--- src/rtl/sys_tile_scheduler_pkg.sv ---
// Shared types and helpers for the GEMM tile scheduler.
// State encoding, tile-count derivation and dimension sanity check.
package sys_tile_scheduler_pkg;

    typedef enum logic [2:0] {
        S_IDLE,
        S_ISSUE,
        S_WAIT,
        S_ADVANCE,
        S_DONE
    } state_e;

    localparam int unsigned TILE_DEF  = 8;
    localparam int unsigned ROW_M_DEF = 16;
    localparam int unsigned COL_M_DEF = 16;
    localparam int unsigned COL_N_DEF = 24;

    function automatic int unsigned ntiles(
        input int unsigned dim,
        input int unsigned tile
    );
        return dim / tile;
    endfunction

    function automatic bit dims_ok(
        input int unsigned tile,
        input int unsigned rm,
        input int unsigned cm,
        input int unsigned cn
    );
        if (tile == 0) return 1'b0;
        if (rm == 0 || cm == 0 || cn == 0) return 1'b0;
        return (rm % tile == 0) && (cm % tile == 0) && (cn % tile == 0);
    endfunction

    localparam int unsigned NT_M_DEF = ROW_M_DEF / TILE_DEF;
    localparam int unsigned NT_K_DEF = COL_M_DEF / TILE_DEF;
    localparam int unsigned NT_N_DEF = COL_N_DEF / TILE_DEF;

endpackage

--- src/rtl/sys_tile_idx_counter.sv ---
// Nested m/n/k tile index counter; k is innermost, m outermost.
// last_o flags the final tile of the loop nest.
module sys_tile_idx_counter #(
    parameter int unsigned NT_M  = 2,
    parameter int unsigned NT_N  = 3,
    parameter int unsigned NT_K  = 2,
    parameter int unsigned IDX_W = 8
) (
    input  logic             clk_i,
    input  logic             rst_ni,
    input  logic             clr_i,
    input  logic             inc_i,
    output logic [IDX_W-1:0] m_o,
    output logic [IDX_W-1:0] n_o,
    output logic [IDX_W-1:0] k_o,
    output logic             last_o
);

    localparam logic [IDX_W-1:0] M_MAX = IDX_W'(NT_M - 1);
    localparam logic [IDX_W-1:0] N_MAX = IDX_W'(NT_N - 1);
    localparam logic [IDX_W-1:0] K_MAX = IDX_W'(NT_K - 1);

    logic [IDX_W-1:0] m_q, m_d;
    logic [IDX_W-1:0] n_q, n_d;
    logic [IDX_W-1:0] k_q, k_d;
    logic             m_last, n_last, k_last;

    assign m_last = (m_q == M_MAX);
    assign n_last = (n_q == N_MAX);
    assign k_last = (k_q == K_MAX);

    always_comb begin
        m_d = m_q;
        n_d = n_q;
        k_d = k_q;
        if (clr_i) begin
            m_d = '0;
            n_d = '0;
            k_d = '0;
        end else if (inc_i) begin
            if (k_last) begin
                k_d = '0;
                if (n_last) begin
                    n_d = '0;
                    m_d = m_last ? '0 : m_q + 1'b1;
                end else begin
                    n_d = n_q + 1'b1;
                end
            end else begin
                k_d = k_q + 1'b1;
            end
        end
    end

    always_ff @(posedge clk_i or negedge rst_ni) begin
        if (!rst_ni) begin
            m_q <= '0;
            n_q <= '0;
            k_q <= '0;
        end else begin
            m_q <= m_d;
            n_q <= n_d;
            k_q <= k_d;
        end
    end

    assign m_o    = m_q;
    assign n_o    = n_q;
    assign k_o    = k_q;
    assign last_o = m_last & n_last & k_last;

endmodule

--- src/rtl/sys_tile_scheduler.sv ---
// Tile loop-nest scheduler for a TILE x TILE systolic GEMM array.
// Issues one go per tile, waits for completion, tracks bases and counts.
module sys_tile_scheduler
    import sys_tile_scheduler_pkg::*;
#(
    parameter int unsigned TILE  = 8,
    parameter int unsigned ROW_M = 16,
    parameter int unsigned COL_M = 16,
    parameter int unsigned COL_N = 24,
    parameter int unsigned IDX_W = 8,
    parameter int unsigned CNT_W = 16
) (
    input  logic             clk,
    input  logic             reset,
    input  logic             start,
    input  logic             abort,
    input  logic             tile_done,
    output logic             tile_go,
    output logic             busy,
    output logic             done,
    output logic [IDX_W-1:0] tile_m,
    output logic [IDX_W-1:0] tile_n,
    output logic [IDX_W-1:0] tile_k,
    output logic [IDX_W-1:0] a_base,
    output logic [IDX_W-1:0] w_base,
    output logic [IDX_W-1:0] c_base,
    output logic             acc_clear,
    output logic             acc_flush,
    output logic [CNT_W-1:0] tiles_done
);

    localparam int unsigned NT_M = ntiles(ROW_M, TILE);
    localparam int unsigned NT_K = ntiles(COL_M, TILE);
    localparam int unsigned NT_N = ntiles(COL_N, TILE);

    localparam logic [IDX_W-1:0] NTK_C = IDX_W'(NT_K);
    localparam logic [IDX_W-1:0] NTN_C = IDX_W'(NT_N);
    localparam logic [IDX_W-1:0] K_MAX = IDX_W'(NT_K - 1);

    if (!dims_ok(TILE, ROW_M, COL_M, COL_N)) begin : g_dim_chk
        $error("matrix dimensions must be nonzero multiples of TILE");
    end

    state_e           state_q, state_d;
    logic [CNT_W-1:0] tiles_q, tiles_d;
    logic             cnt_clr, cnt_inc, last;
    logic [IDX_W-1:0] m, n, k;

    sys_tile_idx_counter #(
        .NT_M  (NT_M),
        .NT_N  (NT_N),
        .NT_K  (NT_K),
        .IDX_W (IDX_W)
    ) u_idx (
        .clk_i  (clk),
        .rst_ni (reset),
        .clr_i  (cnt_clr),
        .inc_i  (cnt_inc),
        .m_o    (m),
        .n_o    (n),
        .k_o    (k),
        .last_o (last)
    );

    // Abort outranks everything, including a coincident tile_done.
    always_comb begin
        state_d = state_q;
        tiles_d = tiles_q;
        cnt_clr = 1'b0;
        cnt_inc = 1'b0;
        if (abort && state_q != S_IDLE) begin
            state_d = S_IDLE;
            cnt_clr = 1'b1;
        end else begin
            unique case (state_q)
                S_IDLE: begin
                    if (start && !abort) begin
                        state_d = S_ISSUE;
                        cnt_clr = 1'b1;
                        tiles_d = '0;
                    end
                end
                S_ISSUE: state_d = S_WAIT;
                S_WAIT: begin
                    if (tile_done) state_d = S_ADVANCE;
                end
                S_ADVANCE: begin
                    tiles_d = tiles_q + 1'b1;
                    if (last) begin
                        state_d = S_DONE;
                    end else begin
                        cnt_inc = 1'b1;
                        state_d = S_ISSUE;
                    end
                end
                S_DONE:  state_d = S_IDLE;
                default: state_d = S_IDLE;
            endcase
        end
    end

    always_ff @(posedge clk or negedge reset) begin
        if (!reset) begin
            state_q <= S_IDLE;
            tiles_q <= '0;
        end else begin
            state_q <= state_d;
            tiles_q <= tiles_d;
        end
    end

    assign busy       = (state_q != S_IDLE);
    assign tile_go    = (state_q == S_ISSUE);
    assign done       = (state_q == S_DONE);
    assign tile_m     = m;
    assign tile_n     = n;
    assign tile_k     = k;
    assign a_base     = m * NTK_C + k;
    assign w_base     = k * NTN_C + n;
    assign c_base     = m * NTN_C + n;
    // Qualifiers only mean something while a GEMM is in flight.
    assign acc_clear  = busy && (k == '0);
    assign acc_flush  = busy && (k == K_MAX);
    assign tiles_done = tiles_q;

endmodule

--- config.mk ---
export PLATFORM = sky130hd
export DESIGN_NAME = sys_tile_scheduler
export DESIGN_NICKNAME = d
export VERILOG_FILES = /design/src/rtl/sys_tile_scheduler_pkg.sv /design/src/rtl/sys_tile_idx_counter.sv /design/src/rtl/sys_tile_scheduler.sv
export SDC_FILE = /design/constraint.sdc
export NUM_CORES = 1
export LEC_CHECK = 0
export CORE_MARGIN = 2
export CORE_UTILIZATION = 30
export DETAILED_ROUTE_END_ITERATION = 7
export PLACE_DENSITY = 0.59
export SLEW_MARGIN = 20
export SYNTH_ARGS = -nofsm -noshare
export SYNTH_HDL_FRONTEND = slang
export SYNTH_SLANG_ARGS = --single-unit
--- constraint.sdc ---
create_clock -name clk -period 8 [get_ports clk]
set_input_delay 1.2 -clock clk [delete_from_list [all_inputs] [get_ports clk]]
set_output_delay 1.2 -clock clk [all_outputs]
set_load 0.005 [all_outputs]
==> results of run 1 <==
cell usage after synthesis (8+ instances only):
| cell type | n |
|---|---|
| and3_1 | 8 |
| o21ai_0 | 20 |
| nand2_1 | 18 |
| dfrtp_1 | 43 |
| xor2_1 | 13 |
| ha_1 | 44 |
| xnor2_1 | 25 |
| fa_1 | 15 |
| inv_1 | 34 |
| nand3_1 | 12 |
| a21oi_1 | 25 |
| nand4_1 | 8 |
| nor2_1 | 32 |
| or3_1 | 12 |
worst paths after layout:
path                                  to  slack, ps     startpoint
max                            c_base[7]       3450   u_idx.m_o[1]
min reg2reg                tiles_done[0]        570  tiles_done[0]
min in group asynchronous   u_idx.k_o[4]        920          reset
max reg2reg                 u_idx.n_o[4]       5240   u_idx.k_o[2]
max in group asynchronous   u_idx.n_o[2]       6680          reset
min                        tiles_done[0]        570  tiles_done[0]
routing by layer:
layer  global-route usage  up-vias  part of all wire  routed length [um]
li1                     -     1411                 -                   -
met1               0.1885     1406              0.47                4068
met4              0.03171        0             0.011                  96
met5                    0        -                 0                   0
met2               0.2390       64              0.48                4201
met3              0.02700        6             0.040                 347
cells by family after synthesis:
family | Yosys count | synth area share
simple gates | 117 | 0.1834
compound gates | 71 | 0.1244
fa+ha+maj | 59 | 0.2417
flops | 43 | 0.3056
buf+inv | 41 | 0.04762
xor+xnor | 38 | 0.09453
mux | 1 | 0.002843
cell type report:
type / instances / share of cell area
Tap cell: 143 / 0.03947
Clock inverter: 3 / 0.004416
Sequential cell: 43 / 0.2374
Clock buffer: 5 / 0.02760
Timing Repair Buffer: 73 / 0.1606
Multi-Input combinational cell: 286 / 0.5023
Inverter: 34 / 0.02815
power breakdown:
part	switching, W	leakage [nW]	internal [W]
Clock	0.0000886	0.0658	0.000115
Sequential	0.0000232	0.596	0.000226
Combinational	0.0000767	1.44	0.0000798
Total	0.000188	2.10	0.000421
sequential cells by signal, summed over array words and instances, names as in the netlist:
register,count
u_idx.k_o,8
tiles_done,16
u_idx.m_o,8
state_q,3
u_idx.n_o,8
worst max-delay path, stage by stage (launching register included):
cell             delay, ps
dfrtp_1                540
inv_1                  130
fa_1                   520
inv_1                   40
ha_1                   210
fa_1                   400
a21oi_1                160
nor2_1                  50
nor2_1                 160
o21ai_0                150
xnor2_1                180
clkdlybuf4s50_1        520
cell usage in the layout (no fill, tap or decap), types with 3 or more instances in the layout:
cell and count:
o21ai_0 20, o21bai_1 4, o21a_1 3, or3_1 12, nand2_1 18, fa_1 15, dfrtp_1 43, clkbuf_16 5
nor3b_1 5, nor3_1 3, xnor2_1 25, nand4_1 8, inv_1 34, a21boi_0 5, nand3_1 12, xor2_1 13
clkdlybuf4s50_1 72, ha_1 44, and3_1 8, or4_1 3, nor2_1 32, a21o_1 6, a21oi_1 25, o31ai_1 3
stage by stage:
stage               hold slack, ps  cells  setup WS (ps)  area, um2
finish                       565.2    587           3449       4533
global placement             532.6    579           3814       4385
detailed placement           552.0    579           3758       4385
floorplan                    520.3    370           4432       3521
global route                 615.9    587           3161       4533
CTS                          564.8    587           3425       4531
==> results.sh, run 1 <==
export IMPL_grt_pass1_vias=2873
export IMPL_post_route_cells_drive_above_1_share=0.04279
export IMPL_skew_ps=8.166
export IMPL_drt_iter0_drc=133
export IMPL_hold_depth=1
export IMPL_final_core_util=0.3970
export IMPL_yosys_warnings=0
export IMPL_final_max_slew_viol_count=0
export IMPL_hold_violations=0
export IMPL_synthArstFlopShare=1.000
export IMPL_cts_tree="yes"
export IMPL_max_clock_path_buffers=2
export IMPL_cap_violations=0
export IMPL_path_max_fanout=8
export IMPL_track_usage=0.1412
export IMPL_rr_worst_depth=7
export IMPL_drtPass1Iterations=4
export IMPL_min_period_ps=4551
export IMPL_fill_cells=1167
export IMPL_rows=39
export IMPL_grt_first_pass_wirelength_mm=14.62
export IMPL_crit_type="reg2out"
export IMPL_power_w=0.0006095
export IMPL_cts_max_level=2
export IMPL_tns_ps=0
export IMPL_multiInputGateArea_um2=2277
export IMPL_areaGrowthSynthToFinish_pct=28.75
export IMPL_syn_avg_cell_area_um2=9.516
export IMPL_maxSlewHeadroom=0.3737
export IMPL_ir_drop_v=0.00009001
export IMPL_run_status="finished, final reports clean"
export IMPL_leakage_nw=2.102
export IMPL_die_x_um=112.3
export IMPL_yosysTopAreaCellShare=0.3056
export IMPL_tightest_slew_ps=936.0
export IMPL_seq_area_um2=1076
export IMPL_synth_area_top_cells="dfrtp_1, ha_1, fa_1"
export IMPL_ys_ff_latch=43
export IMPL_grt_antenna_before_repair=0
export IMPL_dieArea_um2=12620
export IMPL_ant_nets=0
export IMPL_setup_viol=0
export IMPL_insertion_delay_ps=280
export IMPL_post_drt_wl_per_cell_um=14.84
export IMPL_grt_overflow=0
export IMPL_ctsRootBufferMaster="clkbuf_16"
export IMPL_yosysSeqAreaShare=0.3056
export IMPL_yosysUniqueCellTypes=46
export IMPL_dieHeight_um=112.3
export IMPL_hpwl_mm=6.681
export IMPL_ctsResizeCount=0
export IMPL_rsz0062_at_grt="no"
export IMPL_ios=74
export IMPL_worstPathRequired_ps=6800
export IMPL_period_share=0.5688
export IMPL_powerDensity_nw_per_um2=134.4
export IMPL_num_vias=2887
export IMPL_synth_top_area_cell="dfrtp_1"
export IMPL_initial_core_util=0.3083
export IMPL_ys_flop_type="dfrtp_1"
export IMPL_hold_buffers=0
export IMPL_synth_edf_count=0
export IMPL_start_kind="register"
export IMPL_max_freq_mhz=219.8
export IMPL_synth_area_um2=3521
export IMPL_synth_nets=434
export IMPL_via_per_inst=4.918
export IMPL_cts_setup_buffers=0
export IMPL_gp_congestion=0.8156
export IMPL_numCtsBuffers=5
export IMPL_endpoint_kind="output port"
export IMPL_portBuffers=73
export IMPL_design_core_area_um2=11420
export IMPL_layout_nets=507
export IMPL_clock_sinks=43
export IMPL_wirelength_mm=8.714
export IMPL_synth_cells=370
export IMPL_drc=0
export IMPL_grt_max_degree=44
export IMPL_cp_data_arrival_time_ps=3350
export IMPL_n_antenna_cell=0
export IMPL_clk_pin_slew_worst_paths_ps=60
export IMPL_min_path_type="reg2reg"
Note: power is estimated with default switching activity, not from simulation.
==> run 2: changes to the inputs <==
==> constraint.sdc (replaced) <==
create_clock -name clk -period 4.5 [get_ports clk]
set_input_delay 0.675 -clock clk [delete_from_list [all_inputs] [get_ports clk]]
set_output_delay 0.675 -clock clk [all_outputs]
set_load 0.005 [all_outputs]
==> run 2 against run 1 <==
Net effect: clock skew decreased by 1.6 ps; clock power increased by 77%; power increased by 78%; first-iteration DRC count increased by 17%; die area unchanged; cell count increased by 0.17%; global-route usage increased by 0.16 points; cell area about the same; routed wire length decreased by 0.48%; via count about the same; critical path type unchanged; highest routed layer unchanged.
==> results.sh, run 2 (synthesized netlist as in run 1, its figures left out) <==
export IMPL_run_status="finished, final reports clean"
export IMPL_whs_ps=380.8
export IMPL_cp_data_arrival_time_ps=3350
export IMPL_hpwl_mm=6.643
export IMPL_final_cell_mix="clkdlybuf4s50_1, ha_1, dfrtp_1"
export IMPL_insertion_delay_ps=290
export IMPL_tightest_slew_ps=896.3
export IMPL_final_max_slew_viol_count=0
export IMPL_via_per_inst=4.913
export IMPL_crit_start="u_idx.m_o[1]"
export IMPL_num_vias=2889
export IMPL_hold_buffers=0
export IMPL_wirelength_mm=8.672
export IMPL_grt_antenna_before_repair=0
export IMPL_dieArea_um2=12620
export IMPL_portBuffers=73
export IMPL_design_core_area_um2=11420
export IMPL_track_usage=0.1428
export IMPL_clock_sinks=43
export IMPL_endpoint_kind="output port"
export IMPL_areaGrowthSynthToFinish_pct=28.86
export IMPL_path_max_fanout=8
export IMPL_maxSlewHeadroom=0.4003
export IMPL_worstSetupPathDepth=11
export IMPL_drc=0
export IMPL_post_drt_wl_per_cell_um=14.75
export IMPL_ctsRootBufferMaster="clkbuf_16"
export IMPL_setup_viol=0
export IMPL_crit_type="reg2out"
export IMPL_largest_reg_flops=16
export IMPL_post_route_cells_drive_above_1_share=0.04270
export IMPL_grt_first_pass_wirelength_mm=14.61
export IMPL_crit_path_max_incr_delay_ps=540
export IMPL_worstPathRequired_ps=3830
export IMPL_r2r_slack_ps=1730
export IMPL_cp_top_family="adder cells"
export IMPL_cp_slowest_cell="dfrtp_1"
export IMPL_fill_cells=1159
export IMPL_grt_max_degree=44
export IMPL_ios=74
export IMPL_min_path_type="in2async"
export IMPL_cts_setup_buffers=0
export IMPL_max_clock_path_buffers=2
export IMPL_min_period_ps=4023
export IMPL_max_freq_mhz=248.6
export IMPL_cp_cell_sequence="inv_1, fa_1, inv_1, ha_1, fa_1, a21oi_1, nor2_1, nor2_1, o21ai_0, xnor2_1, clkdlybuf4s50_1"
export IMPL_grt_overflow=0
export IMPL_ctsResizeCount=0
export IMPL_skew_ps=6.597
export IMPL_rr_worst_depth=7
export IMPL_layout_commonest_cell="clkdlybuf4s50_1"
export IMPL_cts_max_level=2
export IMPL_critPathBufInv=3
export IMPL_powerDensity_nw_per_um2=239.3
export IMPL_gp_congestion=0.8168
export IMPL_dpl_cell_count=580
export IMPL_numCtsBuffers=5
export IMPL_r2r_start="u_idx.k_o[2]"
export IMPL_rsz0062_at_grt="no"
export IMPL_ant_nets=0
export IMPL_cap_violations=0
export IMPL_final_cells=588
export IMPL_dieHeight_um=112.3
export IMPL_critical_path_endpoint="c_base[7]"
export IMPL_tns_ps=0
export IMPL_start_kind="register"
export IMPL_timing_rr_end="u_idx.n_o[4]"
export IMPL_layout_nets=508
export IMPL_clk_pin_slew_worst_paths_ps=60
export IMPL_grt_pass1_vias=2846
export IMPL_period_share=0.8939
export IMPL_n_antenna_cell=0
export IMPL_drt_iter0_drc=155
export IMPL_leakage_nw=2.108
export IMPL_hold_violations=0
export IMPL_ir_drop_v=0.0001668
export IMPL_die_x_um=112.3
export IMPL_drtPass1Iterations=4
export IMPL_rows=39
export IMPL_cts_tree="yes"
export IMPL_initial_core_util=0.3083
-- run 2: cell type report --
cell class                      count  area [um2]  area share
Tap cell                          143       178.9     0.03944
Clock buffer                        6       128.9     0.02841
Inverter                           34       127.6     0.02813
Multi-Input combinational cell    286        2277      0.5019
Clock inverter                      2       12.51    0.002758
Sequential cell                    43        1076      0.2372
Timing Repair Buffer               74       735.7      0.1622
-- run 2: where the power goes --
group / internal (W) / leakage [nW] / switching, W / total [W]
Combinational: 0.000145 / 1.44 / 0.000136 / 0.000281
Clock: 0.000205 / 0.0669 / 0.000157 / 0.000362
Sequential: 0.000402 / 0.596 / 0.0000407 / 0.000443
Total: 0.000752 / 2.11 / 0.000334 / 0.00109
-- run 2: how the worst min path moves through the flow --
stage	from	endpoint	slack (ps)	cells after the start
3_3_place_gp	tiles_done[0]	tiles_done[0]	530	1
3_5_place_dp	tiles_done[0]	tiles_done[0]	540	1
4_1_cts	tiles_done[0]	tiles_done[0]	560	1
6_report	reset	u_idx.k_o[4]	380	1
5_1_grt	reset	u_idx.k_o[0]	430	1
2_1_floorplan	reset	state_q[0]	380	0
-- run 2: per-layer routing --
| metal | share of wire | up-vias | GRT usage |
|---|---|---|---|
| li1 | - | 1414 | - |
| met2 | 0.49 | 61 | 0.2410 |
| met5 | 0 | - | 0 |
| met4 | 0.018 | 0 | 0.04309 |
| met3 | 0.045 | 11 | 0.02808 |
| met1 | 0.45 | 1403 | 0.1862 |
-- run 2: worst register-to-register path, stage by stage (launching register included) --
cell and delay [ps]:
dfrtp_1 530, inv_1 160, ha_1 180, nand4_1 300, nor2_1 580, a21oi_1 350, or3_1 400, o31ai_1 190
-- run 2: through the flow --
step / power, W / area, um2 / utilization / setup slack (ps)
floorplan: 0.0005836 / 3521 / - / 1457
global route: 0.001149 / 4537 / 0.3973 / 176.5
global placement: 0.0007299 / 4393 / 0.3847 / 839.2
CTS: 0.001104 / 4534 / 0.3971 / 454.2
finish: 0.001086 / 4537 / 0.3973 / 477.3
detailed placement: 0.0007353 / 4393 / 0.3847 / 784.2
